--- src/rtl/hl_seq_pkg.sv ---
// Shared types and constants for the high/low register write sequencer.
package hl_seq_pkg;

    typedef enum logic [1:0] {
        IDLE  = 2'd0,
        WR_HI = 2'd1,
        WR_LO = 2'd2,
        CLR   = 2'd3
    } state_t;

    // Bit positions inside a requester's 2-bit half select
    localparam int HSEL_HI = 1;
    localparam int HSEL_LO = 0;

    typedef logic req_id_t;

endpackage

--- src/rtl/hl_write_sequencer_rr_arb2.sv ---
// Two-way round-robin arbiter; the pointer moves past the winner on every advance.
module rr_arb2 (
    input  logic       clk,
    input  logic       reset,
    input  logic [1:0] elig,
    input  logic       advance,
    output logic [1:0] win
);

    // ptr=0 favours requester 0, ptr=1 favours requester 1
    logic ptr;

    always_comb begin
        win = elig;
        if (elig == 2'b11) begin
            win = ptr ? 2'b10 : 2'b01;
        end
    end

    always_ff @(posedge clk) begin
        if (reset) begin
            ptr <= 1'b0;
        end else if (advance && (win != 2'b00)) begin
            ptr <= win[0];
        end
    end

endmodule

--- src/rtl/hl_write_sequencer.sv ---
// Sequences full/half word writes to a split high/low register over one byte lane.
// Optional per-requester grant counters are enabled with HL_SEQ_STATS_EN.
module hl_write_sequencer
    import hl_seq_pkg::*;
#(
    parameter int N = 16
) (
    input  logic           clk,
    input  logic           reset,
    input  logic [1:0]     req,
    input  logic [1:0]     hsel0,
    input  logic [1:0]     hsel1,
    input  logic [N-1:0]   wdata0,
    input  logic [N-1:0]   wdata1,
    input  logic           clr_req,
    output logic [1:0]     gnt,
    output logic           clr_ack,
    output logic           done,
    output logic           busy,
    output logic           owner,
    output logic [N/2-1:0] lane,
    output logic           loadh,
    output logic           loadl,
    output logic           reg_clear
`ifdef HL_SEQ_STATS_EN
    ,
    output logic [7:0]     gcnt0,
    output logic [7:0]     gcnt1
`endif
);

    localparam int H = N / 2;

    state_t     state_q, state_d;
    logic [1:0] elig, win;
    logic       advance;
    logic [1:0] sel_hsel;
    logic [N-1:0] sel_data;
    logic [N-1:0] cap_data_p1;
    logic       cap_lo_p1;
    logic [1:0] gnt_q;
    req_id_t    owner_q;
    logic       clr_ack_c, done_c, loadh_c, loadl_c;
    logic [H-1:0] lane_c;

    assign elig[0]  = req[0] && (hsel0 != 2'b00);
    assign elig[1]  = req[1] && (hsel1 != 2'b00);
    assign sel_hsel = win[1] ? hsel1 : hsel0;
    assign sel_data = win[1] ? wdata1 : wdata0;
    assign advance  = (state_q == IDLE) && !clr_req && (win != 2'b00);

    rr_arb2 u_arb (
        .clk     (clk),
        .reset   (reset),
        .elig    (elig),
        .advance (advance),
        .win     (win)
    );

    always_comb begin
        state_d   = state_q;
        clr_ack_c = 1'b0;
        done_c    = 1'b0;
        loadh_c   = 1'b0;
        loadl_c   = 1'b0;
        lane_c    = '0;
        case (state_q)
            IDLE: begin
                if (clr_req) begin
                    state_d = CLR;
                end else if (win != 2'b00) begin
                    state_d = sel_hsel[HSEL_HI] ? WR_HI : WR_LO;
                end
            end
            WR_HI: begin
                loadh_c = 1'b1;
                lane_c  = cap_data_p1[N-1:H];
                if (cap_lo_p1) begin
                    state_d = WR_LO;
                end else begin
                    done_c  = 1'b1;
                    state_d = IDLE;
                end
            end
            WR_LO: begin
                loadl_c = 1'b1;
                lane_c  = cap_data_p1[H-1:0];
                done_c  = 1'b1;
                state_d = IDLE;
            end
            CLR: begin
                clr_ack_c = 1'b1;
                state_d   = IDLE;
            end
        endcase
    end

    // A reset cycle abandons any in-flight write: no load, no done
    assign gnt       = reset ? 2'b00 : gnt_q;
    assign clr_ack   = clr_ack_c && !reset;
    assign done      = done_c && !reset;
    assign loadh     = loadh_c && !reset;
    assign loadl     = loadl_c && !reset;
    assign lane      = reset ? '0 : lane_c;
    assign busy      = (state_q != IDLE) && !reset;
    assign owner     = owner_q;
    assign reg_clear = reset || (state_q == CLR);

    always_ff @(posedge clk) begin
        if (reset) begin
            state_q <= IDLE;
            gnt_q   <= 2'b00;
            owner_q <= 1'b0;
        end else begin
            state_q <= state_d;
            gnt_q   <= advance ? win : 2'b00;
            if (advance) begin
                owner_q <= win[1];
            end
        end
    end

    // Capture stage: winner's word and low-half flag held for the write states
    always_ff @(posedge clk) begin
        if (advance) begin
            cap_data_p1 <= sel_data;
            cap_lo_p1   <= sel_hsel[HSEL_LO];
        end
    end

`ifdef HL_SEQ_STATS_EN
    always_ff @(posedge clk) begin
        if (reset) begin
            gcnt0 <= 8'd0;
            gcnt1 <= 8'd0;
        end else begin
            if (gnt_q[0] && (gcnt0 != 8'hFF)) gcnt0 <= gcnt0 + 8'd1;
            if (gnt_q[1] && (gcnt1 != 8'hFF)) gcnt1 <= gcnt1 + 8'd1;
        end
    end
`endif

endmodule

--- config.mk ---
export PLATFORM = sky130hd
export DESIGN_NAME = hl_write_sequencer
export DESIGN_NICKNAME = d
export VERILOG_FILES = /design/src/rtl/hl_seq_pkg.sv /design/src/rtl/hl_write_sequencer_rr_arb2.sv /design/src/rtl/hl_write_sequencer.sv
export SDC_FILE = /design/constraint.sdc
export NUM_CORES = 1
export LEC_CHECK = 0
export CORE_MARGIN = 8
export CORE_UTILIZATION = 39
export CTS_BUF_LIST = sky130_fd_sc_hd__clkbuf_8
export DETAILED_ROUTE_END_ITERATION = 10
export HOLD_SLACK_MARGIN = 0.02
export PLACE_DENSITY = 0.78
export SLEW_MARGIN = 40
export SYNTH_ARGS = -nofsm -noshare
export SYNTH_HDL_FRONTEND = slang
export SYNTH_SLANG_ARGS = --single-unit
--- constraint.sdc ---
create_clock -name clk -period 2.35 [get_ports clk]
set_input_delay 0.47 -clock clk [delete_from_list [all_inputs] [get_ports clk]]
set_output_delay 0.47 -clock clk [all_outputs]
set_load 0.1 [all_outputs]
# Word level (Yosys, flattened, before mapping)
# Cells that the tools add are included.
[word_totals]
register_bits = 23
inputBits = 41
word_cells = 49
output_inout_bits = 17
[classes]
n_eq_ne = 5
n_reduce_logical = 20
mux = 17
n_bitwise = 1
[ops]
columns = ["op", "count"]
rows = [
  ["16-bit 2-to-1 mux", 1],
  ["2-bit 2-to-1 mux", 8],
  ["8-bit one-hot mux with 2 select lines", 1],
  ["1-bit logical AND", 10],
  ["8-bit 2-to-1 mux", 1],
  ["2-bit nonzero test", 4],
  ["2-bit equality test, second input constant", 3],
  ["2-bit one-hot mux with 3 select lines", 1],
  ["1-bit 2-to-1 mux", 4],
  ["2-bit OR reduction", 2],
  ["3-bit by 2-bit inequality test with 1-bit output, second input constant", 1],
  ["2-bit by 1-bit equality test with 1-bit output, second input constant", 1],
  ["1-bit zero test", 2],
  ["2-bit zero test", 1],
  ["1-bit one-hot mux with 2 select lines", 1],
  ["1-bit logical OR", 1],
  ["1-bit inverter", 1],
]

# Longest topological paths before layout
# Gate-level depths: netlist of run 1.
[logic_depth]
word_depth = 9
depth_mapped = 6
depth_no_buf = 6

# Modules after synthesis
# A second synthesis of run 1 with hierarchy kept.
[unflattened]
hier_cells = 105
hier_area_um2 = 1252.5
[by_module_without_submodules]
columns = ["mod", "n_inst", "area_per_inst_um2", "seq_area_each_um2", "cells_per_inst"]
rows = [
  ["hl_write_sequencer", 1, 1187.4, 610.6, 98],
  ["rr_arb2", 1, 65.1, 20.0, 7],
]

# Worst setup path before layout of run 1
# OpenSTA, ideal clock, no wires.
[synth_timing]
path_kind = "reg2out"
start = "register state_q[1]"
end = "output port loadh"
n_path_buf = 1
stages_incl_launch_ff = 5
t_required_ps = 1880
t_arrival_ps = 2247
path_slack_ps = -367
cell_sequence = "dfxtp_1 > inv_1 > ha_1 > clkbuf_1 > nor2b_1"
[synth_between]
elab_chain_len = 3
[synth_lines]
columns = ["item", "line", "rtl"]
rows = [
  ["start: declaration", "hl_write_sequencer.sv:34", "state_t state_q, state_d;"],
  ["start signal: assignment", "hl_write_sequencer.sv:115", "state_q <= state_d;"],
  ["2-bit by 1-bit equality test with 1-bit output", "hl_write_sequencer.sv:67", "case (state_q)"],
  ["1-bit 2-to-1 mux", "hl_write_sequencer.sv:67", ""],
  ["1-bit logical AND", "hl_write_sequencer.sv:102", "assign loadh = loadh_c && !reset;"],
  ["end: declaration", "hl_write_sequencer.sv:22", "output logic loadh,"],
]
# Every way passes these cells.

# Worst setup path in the final report of run 1
[layout_timing]
start = "register state_q[0]"
end = "output port lane[7]"
[layout_between]
elab_chain_len = 3
elab_cells_between_ends = 4
cone_classes = "eq/ne (2); mux (2)"
[layout_lines]
columns = ["item", "line", "rtl"]
rows = [
  ["2-bit equality test or 2-bit by 1-bit equality test with 1-bit output (tied branches)", "hl_write_sequencer.sv:67", ""],
  ["8-bit one-hot mux with 2 select lines (*)", "hl_write_sequencer.sv:67", ""],
  ["8-bit 2-to-1 mux (*)", "hl_write_sequencer.sv:104", "assign lane = reset ? '0 : lane_c;"],
  ["end: declaration", "hl_write_sequencer.sv:21", "output logic [N/2-1:0] lane,"],
]
# Every way passes the cells marked *; elsewhere a longest branch is shown, timed or not.

==> run summary, run 1 <==
status = finished, final reports clean
Final setup viols = 0
Die X-Extent = 74.0 um
clock latency on the worst-skew pair = 0.26 ns
Critical Path Slowest Stage Cell = dfxtp_1
part of the power in registers = 38.8%
routed wire length = 3.50 mm
Final ANT Viol Nets = 0
fin crit share = 92.7%
Std-Cell Core Area = 0.00328 sq mm
RePlAce Congestion = 0.764
initial antenna violation count = 0
Via-to-Cell Ratio = 4.97
Net Count, Synth = 155
clk sink count = 23
fillcell total = 250
CP Max Fanout = 9
Layout area overhead = 67.9%
drt drc = 0
Power Density = 584 mW/mm^2
Hold WC Path Type = reg -> reg
P_leak = 0.799 nW
Root Driver = clkbuf_8
Pre-antenna DRT Iters = 4
Setup Skew = 0.00227 ns
nets = 218
worst vdd ir = 0.359 mV
Crit path max-delay family = simple AND/OR/NAND/NOR gates
final std cells w/o fill = 217
gr ovfl total = 0
RSZ-0062 raised after global routing = false
CTS H-tree depth = 1
CTS max path bufs = 2
Max Fclk = 459 MHz
Critical Path RT = 1.88 ns
layout cell share with drive strength beyond 1 = 40.4%
Slew @ Worst Pin = 0.416 ns
clock slew at reported path FFs = 0.07 ns
ANT cells = 0
TritonCTS buffer count = 3
fin crit period = 2.18 ns
Slew Viols, Final = 0
part of the power in the clock network = 18.1%
buffers added on ports = 57
Crit Path Category = reg -> out
logic gate share of total power = 43.1%
FP Rows = 21
die footprint = 0.00547 sq mm
largest net degree at the start of global routing = 13
DP HPWL = 2.93 mm
num ports = 58
pre-CTS WS = 0.0650 ns
Worst Slack Setup Final = 0.171 ns
Net Sw Frac = 35.3%
Seq/Total Area, Yosys = 48.1%
Total Routing Usage GR = 13.3%
detailed-route via count = 1,078
max cap viols = 0
Max stage delay on crit path = 0.40 ns
cells after synthesis = 109
crit-path cells = inv_1 > ha_1 > nand2_2 > nor2_1 > buf_12
crit end category = output port
post-synthesis register bit count = 23
DRT iter0 DRCs = 33
Pint = 0.000831 W
vias in the first global route = 1,127
CP Launch Type = register
TritonCTS clock tree = done
average cell area after synthesis = 12.0 sq um
Worst Path Buf+Inv = 2
Synth Cell Area = 0.00131 sq mm
first-pass GRT wire length = 5.59 mm
wire per inst = 16.1 um
Fin. Hold Viols = 0
P_sw = 0.000453 W
chip height = 74.0 um
Ys Warns = 0
relative slew slack = 72.0%
Worst EP arrival = 1.71 ns
Synth cell types = 30
cts hold-fix bufs = 0
Initial Utilization = 39.9%
Cells after DPL = 213
==> worst reg2reg max path, cell delays in order, from the launching register on <==
cell and delay, ns:
dfxtp_1 0.35, inv_1 0.13, ha_1 0.23, nand2b_1 0.18
a21oi_2 0.23, buf_4 0.23
==> layout make-up <==
| cell class | instances | area, sq um | area share, % |
|---|---|---|---|
| Timing Repair Buffer | 62 | 766 | 34.8 |
| Multi-Input combinational cell | 76 | 678 | 30.8 |
| Sequential cell | 23 | 631 | 28.7 |
| Tap cell | 46 | 57.6 | 2.62 |
| Clock buffer | 3 | 41.3 | 1.88 |
| Inverter | 6 | 22.5 | 1.02 |
| Clock inverter | 1 | 3.75 | 0.171 |
==> registers in the layout (all words and copies together) (netlist names) <==
register,flops
u_arb.ptr,1
cap_lo_p1,1
gnt_q,2
cap_data_p1,16
owner,1
state_q,2
==> power groups by stage <==
stage | Combinational [W] | Clock [W] | Sequential [W]
detailed placement | 0.000550 | 0 | 0.000508
floorplan | 0.000329 | 0 | 0.000509
global placement | 0.000537 | 0 | 0.000504
CTS | 0.000551 | 0.000242 | 0.000498
global route | 0.000585 | 0.000262 | 0.000502
finish | 0.000554 | 0.000232 | 0.000498
==> cell usage after synthesis (all sizes together) <==
cell type  number  area [sq um]
mux2           18           206
edfxtp         17           510
nor2           12          47.6
a22oi           8          60.1
a21oi           6          30.0
dfxtp           6           120
inv             6          22.5
ha              5          62.6
nor2b           5          31.3
o21ai           4          42.5
clkbuf          3          11.3
nand3           3          15.0
nand2b          2          12.5
nor3b           2          26.3
a2111oi         1          8.76
a31o            1          8.76
and4bb          1          12.5
buf             1          11.3
mux2i           1          10.0
nand2           1          3.75
nand4b          1          8.76
o211a           1          10.0
o21a            1          8.76
o41ai           1          16.3
or2             1          6.26
or3             1          6.26
==> final timing paths <==
path,endpoint,slack (ns),start,cells past startpoint
max,lane[7],0.17,state_q[0],5
min,state_q[0],0.58,state_q[0],2
max reg2reg,cap_data_p1[0],0.71,state_q[0],5
min reg2reg,state_q[0],0.58,state_q[0],2
==> cells by family (layout without fill, tap and decap cells) <==
group,after synthesis,in the layout,synth area share [%]
AOI/OAI and AO/OA,23,23,14.1
adders and majority gates,5,5,4.78
muxes,19,19,16.5
and+or+nand+nor,29,29,13.0
buffers and inverters,10,72,3.44
DFF,23,23,48.1
==> through the flow <==
stage	cell area (sq um)	setup TNS [ns]	total power (W)	util, %	hold slack, ns
after floorplan	1340	-0.715	0.000838	-	0.500
after CTS	2190	0	0.00129	66.7	0.571
final	2200	0	0.00128	67.0	0.582
after global placement	2150	0	0.00104	65.4	0.525
after global routing	2200	0	0.00135	67.0	0.608
after detailed placement	2150	0	0.00106	65.4	0.550
==> routing by layer <==
layer  wire, um  global-route usage [%]  share of wire (%)
met5          0                       0                  0
met4         47                    5.10                1.3
met3        190                    3.77                5.4
met2       2040                    25.0                 58
met1       1220                    13.5                 35
==> placed cells by master, fill, tap and decap left out, types with 2 or more instances in the layout <==
| master | netlist | layout |
|---|---|---|
| nand2b_1 | 2 | 2 |
| buf_12 | 0 | 16 |
| buf_4 | 0 | 6 |
| mux2_2 | 17 | 17 |
| dfxtp_1 | 6 | 6 |
| nor2_2 | 1 | 10 |
| clkdlybuf4s50_1 | 0 | 40 |
| a22oi_1 | 8 | 8 |
| nor2_1 | 11 | 2 |
| clkbuf_8 | 0 | 3 |
| nand3_1 | 3 | 3 |
| o21ai_0 | 2 | 2 |
| edfxtp_1 | 17 | 17 |
| inv_1 | 6 | 7 |
| nor2b_2 | 0 | 5 |
| o21ai_4 | 2 | 2 |
| ha_1 | 5 | 4 |
| a21oi_1 | 6 | 5 |
==> what timing repair did <==
item	CTS	global route
setup buffers	0	0
endpoints found under the setup margin	0	7
resized for setup	0	3
(Power assumes the default switching activity.)
==> run 2: changes to the inputs <==
--- a/config.mk
+++ b/config.mk
@@ -11,6 +11,7 @@
 export DETAILED_ROUTE_END_ITERATION = 10
 export HOLD_SLACK_MARGIN = 0.02
 export PLACE_DENSITY = 0.78
+export SETUP_SLACK_MARGIN = 0.02
 export SLEW_MARGIN = 40
 export SYNTH_ARGS = -nofsm -noshare
 export SYNTH_HDL_FRONTEND = slang
==> results of run 2 <==
Same layout as run 1: the final DEF is identical, and so are final timing and power.
==> run 3: changes to the inputs <==
--- a/config.mk
+++ b/config.mk
@@ -9,7 +9,6 @@
 export CORE_UTILIZATION = 39
 export CTS_BUF_LIST = sky130_fd_sc_hd__clkbuf_8
 export DETAILED_ROUTE_END_ITERATION = 10
-export HOLD_SLACK_MARGIN = 0.02
 export PLACE_DENSITY = 0.78
 export SETUP_SLACK_MARGIN = 0.02
 export SLEW_MARGIN = 40
==> results of run 3 <==
Same layout as run 1: the final DEF is identical, and so are final timing and power.
